===== src/rtl/aes_serial_stub_pkg.sv =====
// Shared encodings and sizing for the byte-serial AES stand-in.
package aes_serial_stub_pkg;

    typedef enum logic [1:0] {
        ST_IDLE   = 2'b00,
        ST_ABSORB = 2'b01,
        ST_WAIT   = 2'b10,
        ST_EMIT   = 2'b11
    } state_e;

    localparam int NUM_BYTES = 16;
    localparam logic [3:0] LAST_BYTE = 4'd15;

    function automatic int byte_w(input int n);
        return 8 * (n + 1);
    endfunction

endpackage


===== src/rtl/aes_stub_bytebuf.sv =====
// 16-entry share-wide register file, one write port, one async read port.
module aes_stub_bytebuf
    import aes_serial_stub_pkg::*;
#(
    parameter int W = 16
) (
    input  logic         ClkxCI,
    input  logic         RstxBI,
    input  logic         we,
    input  logic [3:0]   waddr,
    input  logic [W-1:0] wdata,
    input  logic [3:0]   raddr,
    output logic [W-1:0] rdata
);

    logic [W-1:0] mem_q [NUM_BYTES];

    always_ff @(posedge ClkxCI or negedge RstxBI) begin
        if (!RstxBI) begin
            for (int i = 0; i < NUM_BYTES; i++) begin
                mem_q[i] <= '0;
            end
        end else if (we) begin
            mem_q[waddr] <= wdata;
        end
    end

    assign rdata = mem_q[raddr];

endmodule


===== src/rtl/aes_serial_stub.sv =====
// Byte-serial masked AES stand-in: absorbs 16 bytes, waits, emits PT^K.
module aes_serial_stub
    import aes_serial_stub_pkg::*;
#(
    parameter int N       = 1,
    parameter int LATENCY = 4
) (
    input  logic                 ClkxCI,
    input  logic                 RstxBI,
    input  logic                 StartxSI,
    input  logic [8*(N+1)-1:0]   PTxDI,
    input  logic [8*(N+1)-1:0]   KxDI,
    output logic                 DonexSO,
    output logic [8*(N+1)-1:0]   CxDO
);

    localparam int W = byte_w(N);
    localparam logic [7:0] WAIT_INIT = 8'(LATENCY - 1);

    if (LATENCY < 1 || LATENCY > 255) begin : g_bad_latency
        $error("aes_serial_stub: LATENCY must be in 1..255");
    end

    state_e     state_q, state_d;
    logic [3:0] cnt_q, cnt_d;
    logic [7:0] wait_q, wait_d;
    logic       we;
    logic [W-1:0] rdata;

    always_ff @(posedge ClkxCI or negedge RstxBI) begin
        if (!RstxBI) begin
            state_q <= ST_IDLE;
            cnt_q   <= '0;
            wait_q  <= '0;
        end else begin
            state_q <= state_d;
            cnt_q   <= cnt_d;
            wait_q  <= wait_d;
        end
    end

    always_comb begin
        state_d = state_q;
        cnt_d   = cnt_q;
        wait_d  = wait_q;
        we      = 1'b0;
        unique case (state_q)
            ST_IDLE: begin
                if (StartxSI) begin
                    state_d = ST_ABSORB;
                    cnt_d   = '0;
                end
            end
            ST_ABSORB: begin
                we    = 1'b1;
                cnt_d = cnt_q + 4'd1;
                if (cnt_q == LAST_BYTE) begin
                    state_d = ST_WAIT;
                    wait_d  = WAIT_INIT;
                end
            end
            ST_WAIT: begin
                if (wait_q == 8'd0) begin
                    state_d = ST_EMIT;
                    cnt_d   = '0;
                end else begin
                    wait_d = wait_q - 8'd1;
                end
            end
            ST_EMIT: begin
                cnt_d = cnt_q + 4'd1;
                if (cnt_q == LAST_BYTE) begin
                    state_d = ST_IDLE;
                end
            end
            default: state_d = ST_IDLE;
        endcase
    end

    // XOR per share keeps every share independent of the others
    aes_stub_bytebuf #(
        .W(W)
    ) u_buf (
        .ClkxCI (ClkxCI),
        .RstxBI (RstxBI),
        .we     (we),
        .waddr  (cnt_q),
        .wdata  (PTxDI ^ KxDI),
        .raddr  (cnt_q),
        .rdata  (rdata)
    );

    assign DonexSO = (state_q == ST_EMIT) && (cnt_q == 4'd0);
    assign CxDO    = (state_q == ST_EMIT) ? rdata : '0;

endmodule


===== config.mk =====
export PLATFORM = sky130hd
export DESIGN_NAME = aes_serial_stub
export DESIGN_NICKNAME = d
export VERILOG_FILES = /design/src/rtl/aes_serial_stub_pkg.sv /design/src/rtl/aes_stub_bytebuf.sv /design/src/rtl/aes_serial_stub.sv
export SDC_FILE = /design/constraint.sdc
export NUM_CORES = 1
export LEC_CHECK = 0
export BUFFER_PORTS_ARGS = -buffer_cell sky130_fd_sc_hd__buf_4
export CAP_MARGIN = 20
export CORE_ASPECT_RATIO = 2
export CORE_UTILIZATION = 43
export CTS_CLUSTER_DIAMETER = 50
export DETAILED_ROUTE_END_ITERATION = 12
export PLACE_DENSITY = 0.67
export SLEW_MARGIN = 40
export SYNTH_ARGS = -nofsm -noshare
export SYNTH_HDL_FRONTEND = slang
export SYNTH_SLANG_ARGS = --single-unit

===== constraint.sdc =====
create_clock -name ClkxCI -period 3.6 [get_ports ClkxCI]
set_clock_uncertainty 0.15 [all_clocks]
set_input_delay 0.72 -clock ClkxCI [delete_from_list [all_inputs] [get_ports ClkxCI]]
set_output_delay 0.72 -clock ClkxCI [all_outputs]
set_load 0.02 [all_outputs]

After elaboration in Yosys (flattened, before gate mapping):

Cells that the tools add are included.

* $add $sub $neg: 2
* multiply operators: 0
* divide/modulo/power cells: 0
* order comparisons: 2
* equality and inequality tests: 9
* shift-type cells: 0
* mux-type cells: 19
* bitwise operators: 2
* reductions and logical operators: 10

Operators with widths (number)
* $bwmux W256: 1
* $bmux W16 S4: 1
* $demux W16 S4: 1
* $mux W16: 4
* $mux W8: 2
* $pmux W8 S2: 1
* $xor A16 B16 Y16: 1
* $pmux W4 S3: 1
* $ne A2 B2 Y1 const B: 5
* $logic_not A8 Y1: 1
* $mux W2: 4
* $mux W4: 2
* $pmux W2 S4: 1
* $sub A8 B1 Y8 const B: 1
* $ge A5 B5 Y1 const B: 1
* $lt A5 B1 Y1 const B: 1
* $not A4 Y5: 1
* $add A4 B1 Y4 const B: 1
* $eq A2 B2 Y1 const B: 2
* $eq A4 B4 Y1 const B: 1
* $logic_not A4 Y1: 1
* $reduce_and A4 Y1: 1
* $reduce_and A3 Y1: 1
* $eq A2 B1 Y1 const B: 1
* other kinds (6): 7

* bits in registers: 270
* bits in latches: 0
* RAM bits: 0
* memory bits (read-only): 0
* word-level logic and storage cells: 63
* memories kept: 0

Depth between registers and ports, before layout:

* depth in word-level cells: 6
* mapped depth: 10
* gate-level depth less buffers: 6

Cells and area by module:

Synthesis repeated with hierarchy kept, for this count alone.

* cells, all modules: 858
* area total of the unflattened synthesis: 12836.1 um2

By module, submodules not included
* aes_stub_bytebuf: times used 1, cells an instance 712, area an instance 11607.4 um2, sequential area each 6406.1 um2
* aes_serial_stub: times used 1, cells an instance 146, area an instance 1228.7 um2, sequential area each 350.3 um2

Least setup slack after synthesis:

No wires, ideal clock.

* kind: flip-flop to output port
* from: register cnt_q[0]
* to: output CxDO[10]
* data arrival time: 1.975 ns
* setup slack: 0.755 ns
* cell stages (with the launch flop): 8
* cells stage by stage: dfrtp_1 buf_2 buf_2 buf_2 mux2i_1 a22oi_1 nand2_1 o21ai_0

* cells in the longest elaborated chain, start to end: 5

RTL lines
* start: declaration: RTL line aes_serial_stub.sv:25 `logic [3:0] cnt_q, cnt_d;`
* start signal: assignment: RTL line aes_serial_stub.sv:37 `cnt_q <= cnt_d;`
* $not A4 Y5 (implied by the code): RTL line aes_stub_bytebuf.sv:28 `assign rdata = mem_q[raddr];`
* $bmux W16 S4: RTL line aes_stub_bytebuf.sv:28
* $mux W16 (implied by the code) (2 in a row): RTL line aes_stub_bytebuf.sv:28
* $mux W16: RTL line aes_serial_stub.sv:94 `assign CxDO = (state_q == ST_EMIT) ? rdata : '0;`
* end: declaration: RTL line aes_serial_stub.sv:14 `output logic [8*(N+1)-1:0] CxDO`

Every way passes these cells. The select of a mux whose other input is x is not followed.

Worst setup path in the final report:

Ends and elaborated chain as after synthesis.

==> reports/metrics.cfg <==
[synth]
synth_edf_count=0
async_flop_share_pct=100.0
synthMuxAreaShare_pct=11.43
yosys.area_share.simple_pct=11.40
synth_compound_area_share_pct=15.53
ys_seq_area_share_pct=55.87
synth_top_family_by_area=compound AO/OA/AOI/OAI gates
syn-cell-area_um2=12090
synth_seq_cells=270
synth_top_area_share_pct=55.87
synthTopCellsByArea=dfrtp_1, o21ai_0, nand2_1, mux4_2, mux2i_1
synth.net_count=1224
synth_top_flop_cell=dfrtp_1
synthAdderAreaFrac_pct=1.138
yosys_warnings=0
synth_xor_area_share_pct=1.231
avgSynthCellArea_um2=10.27
yosysUniqueCellTypes=41
synth_top_area_cell=dfrtp_1
netlist_instances=1178

[floorplan]
start_util_pct=43.90
dieArea_um2=28840
core_area_um2=27550
ioPinCount=52
die_w_um=120.6
fp.dieH_um=239.2
row_count=86

[power_and_ir_drop]
leakage_nw=6.214
p_sw_mw=3.445
powerDensity_nw_per_um2=721.8
swShare_pct=34.48
pwr-share-clk_pct=24.6
ir_drop_uv=461.9
p_int_mw=6.547
seq_power_share_pct=42.6
comb_power_share_pct=32.8

[finish]
layout_commonest_cell=dfrtp_1
drive_gt1_share_pct=15.37
fin_cells=1588
final_util_pct=50.25
synthToLayoutAreaGrowth_pct=14.48
final_nets=1265
layout_common_cells=dfrtp_1, nand2_1, o21ai_0, buf_4, nor2_1
antenna_cells=0

[timing]
finalSetupTns_ns=0
fmax_ghz=0.2916
rsz0062_at_grt=false
fin_crit_ns=3.429
finalCritPeriodShare_pct=95.25
finalMaxSlewViolations=0
fin_ws_ns=0.1710
final-setup-viol-count=0
final_hold_viol_count=0
slew_headroom_pct=50.81
tightest_slew_ns=0.7379

[clocking]
clock_latency_ns=0.54
cts_tree=built
cts_made_buffers=23
root_buffer=clkbuf_16
clkTransAtPathRegs_ns=0.07
cts-resized-gates=0
htreeDepth=1
cts_buffer_depth=3
cts_num_sinks=270

[setup_path]
cp.required_ns=2.73
start_kind=flop
critPathMaxFanout=14
cp_data_arrival_time_ns=2.56
timing_worst_setup_path_type=flop to output port
cp-end-kind=output port

[route]
num_vias=8914
first_iter_violations=447
dr.pass1.iters=5
via_per_inst=5.613
wl_per_cell_um=19.73
drc_errors=0
drt_wl_total_um=31330
ant_nets=0

[flow_run]
cap_viol_max_count=0

[placed_design]
gp_congestion=0.7935
place_ws_ns=0.6276
hpwl_um=20310
dp_cells=1545
port-buffer-count=51

[hold_path]
holdCritPathClass=primary input to async pin

[global_route]
grt_pass1_wl_um=49890
antenna_found_initial=0
grt_util_all_layers_pct=22.68
gr-total-overflow=0
grt_max_degree=96
first_global_vias=9045

[outcome]
outcome=complete, no violations

[metrics by stage]
stage	area [um^2]	power, mW	hold WS, ns
after floorplan	12090	6.407	0.2744
after global placement	13070	7.435	0.3063
after detailed placement	13090	7.547	0.3159
after CTS	13820	10.02	0.09224
after global routing	13840	10.56	0.08724
final	13840	9.992	0.07363
[cell usage after synthesis (all sizes together) (3+ instances only)]
library cell  instances
nand2b                5
or4                   4
o21ai               216
o31ai                 3
inv                   7
nor2b                 6
and3                  3
nand2               217
nor3b                 3
nor2                 78
clkbuf               80
nand3                 6
nand4b                4
a22oi                48
dfrtp               270
ha                   11
a21oi                71
buf                  16
mux2i                65
xnor2                16
mux4                 32
[logic make-up after synthesis]
family	Yosys count
and+or+nand+nor	334
buffers and inverters	103
DFF	270
muxes	98
xor gates and xnor gates	17
AOI/OAI and AO/OA	345
adders and majority gates	11
[what timing repair did]
item,in CTS,in global routing
setup buffers,0,1
hold buffers,0,0
setup endpoints to repair,0,8
[routing by layer]
layer / share of wire [%] / vias up / track usage (%)
met5: 0 / - / 0
met4: 3.6 / 0 / 9.278
met3: 3.8 / 76 / 2.290
met2: 54 / 212 / 41.71
met1: 38 / 4447 / 26.62
li1: - / 4179 / -
[power by group through the flow]
stage / Clock, mW / Sequential [mW] / Combinational [mW]
2_1_floorplan: 0 / 4.09 / 2.32
3_3_place_gp: 0 / 4.29 / 3.14
3_5_place_dp: 0 / 4.32 / 3.22
4_1_cts: 2.51 / 4.27 / 3.24
5_1_grt: 2.61 / 4.34 / 3.61
6_report: 2.46 / 4.26 / 3.28
[critical path, stage by stage (launching register included)]
cell and delay, ns:
dfrtp_4 0.69, buf_12 0.23, buf_4 0.24, mux2i_1 0.11, a22oi_1 0.21, nand2_1 0.10
o21ai_0 0.24, buf_4 0.19
[flip-flops by register name, indices dropped and copies added, names as in the netlist]
| signal | count |
|---|---|
| cnt_q | 4 |
| u_buf.mem_q | 256 |
| state_q | 2 |
| wait_q | 8 |
[final timing paths]
| path | startpoint | to | slack, ns | cells past startpoint |
|---|---|---|---|---|
| worst max-delay path | cnt_q[0] | CxDO[10] | 0.17 | 7 |
| worst min-delay path | RstxBI | u_buf.mem_q[82] | 0.07 | 1 |
| worst max register to register | cnt_q[0] | wait_q[4] | 0.80 | 6 |
| worst min register to register | u_buf.mem_q[29] | u_buf.mem_q[29] | 0.33 | 2 |
| max in group asynchronous | RstxBI | u_buf.mem_q[44] | 2.41 | 2 |
| min in group ClkxCI | u_buf.mem_q[29] | u_buf.mem_q[29] | 0.33 | 2 |
[area by class of cell]
class / instances / area [um^2]
sequential: 270 / 6760
multi-input combinational: 805 / 4956
fill: 2552 / 13700
timing repair buffer: 112 / 930.9
inverter: 7 / 26.28
clock buffer: 35 / 660.6
tap: 352 / 440.4
clock inverter: 7 / 68.82
Note: power is estimated with default switching activity, not from simulation.
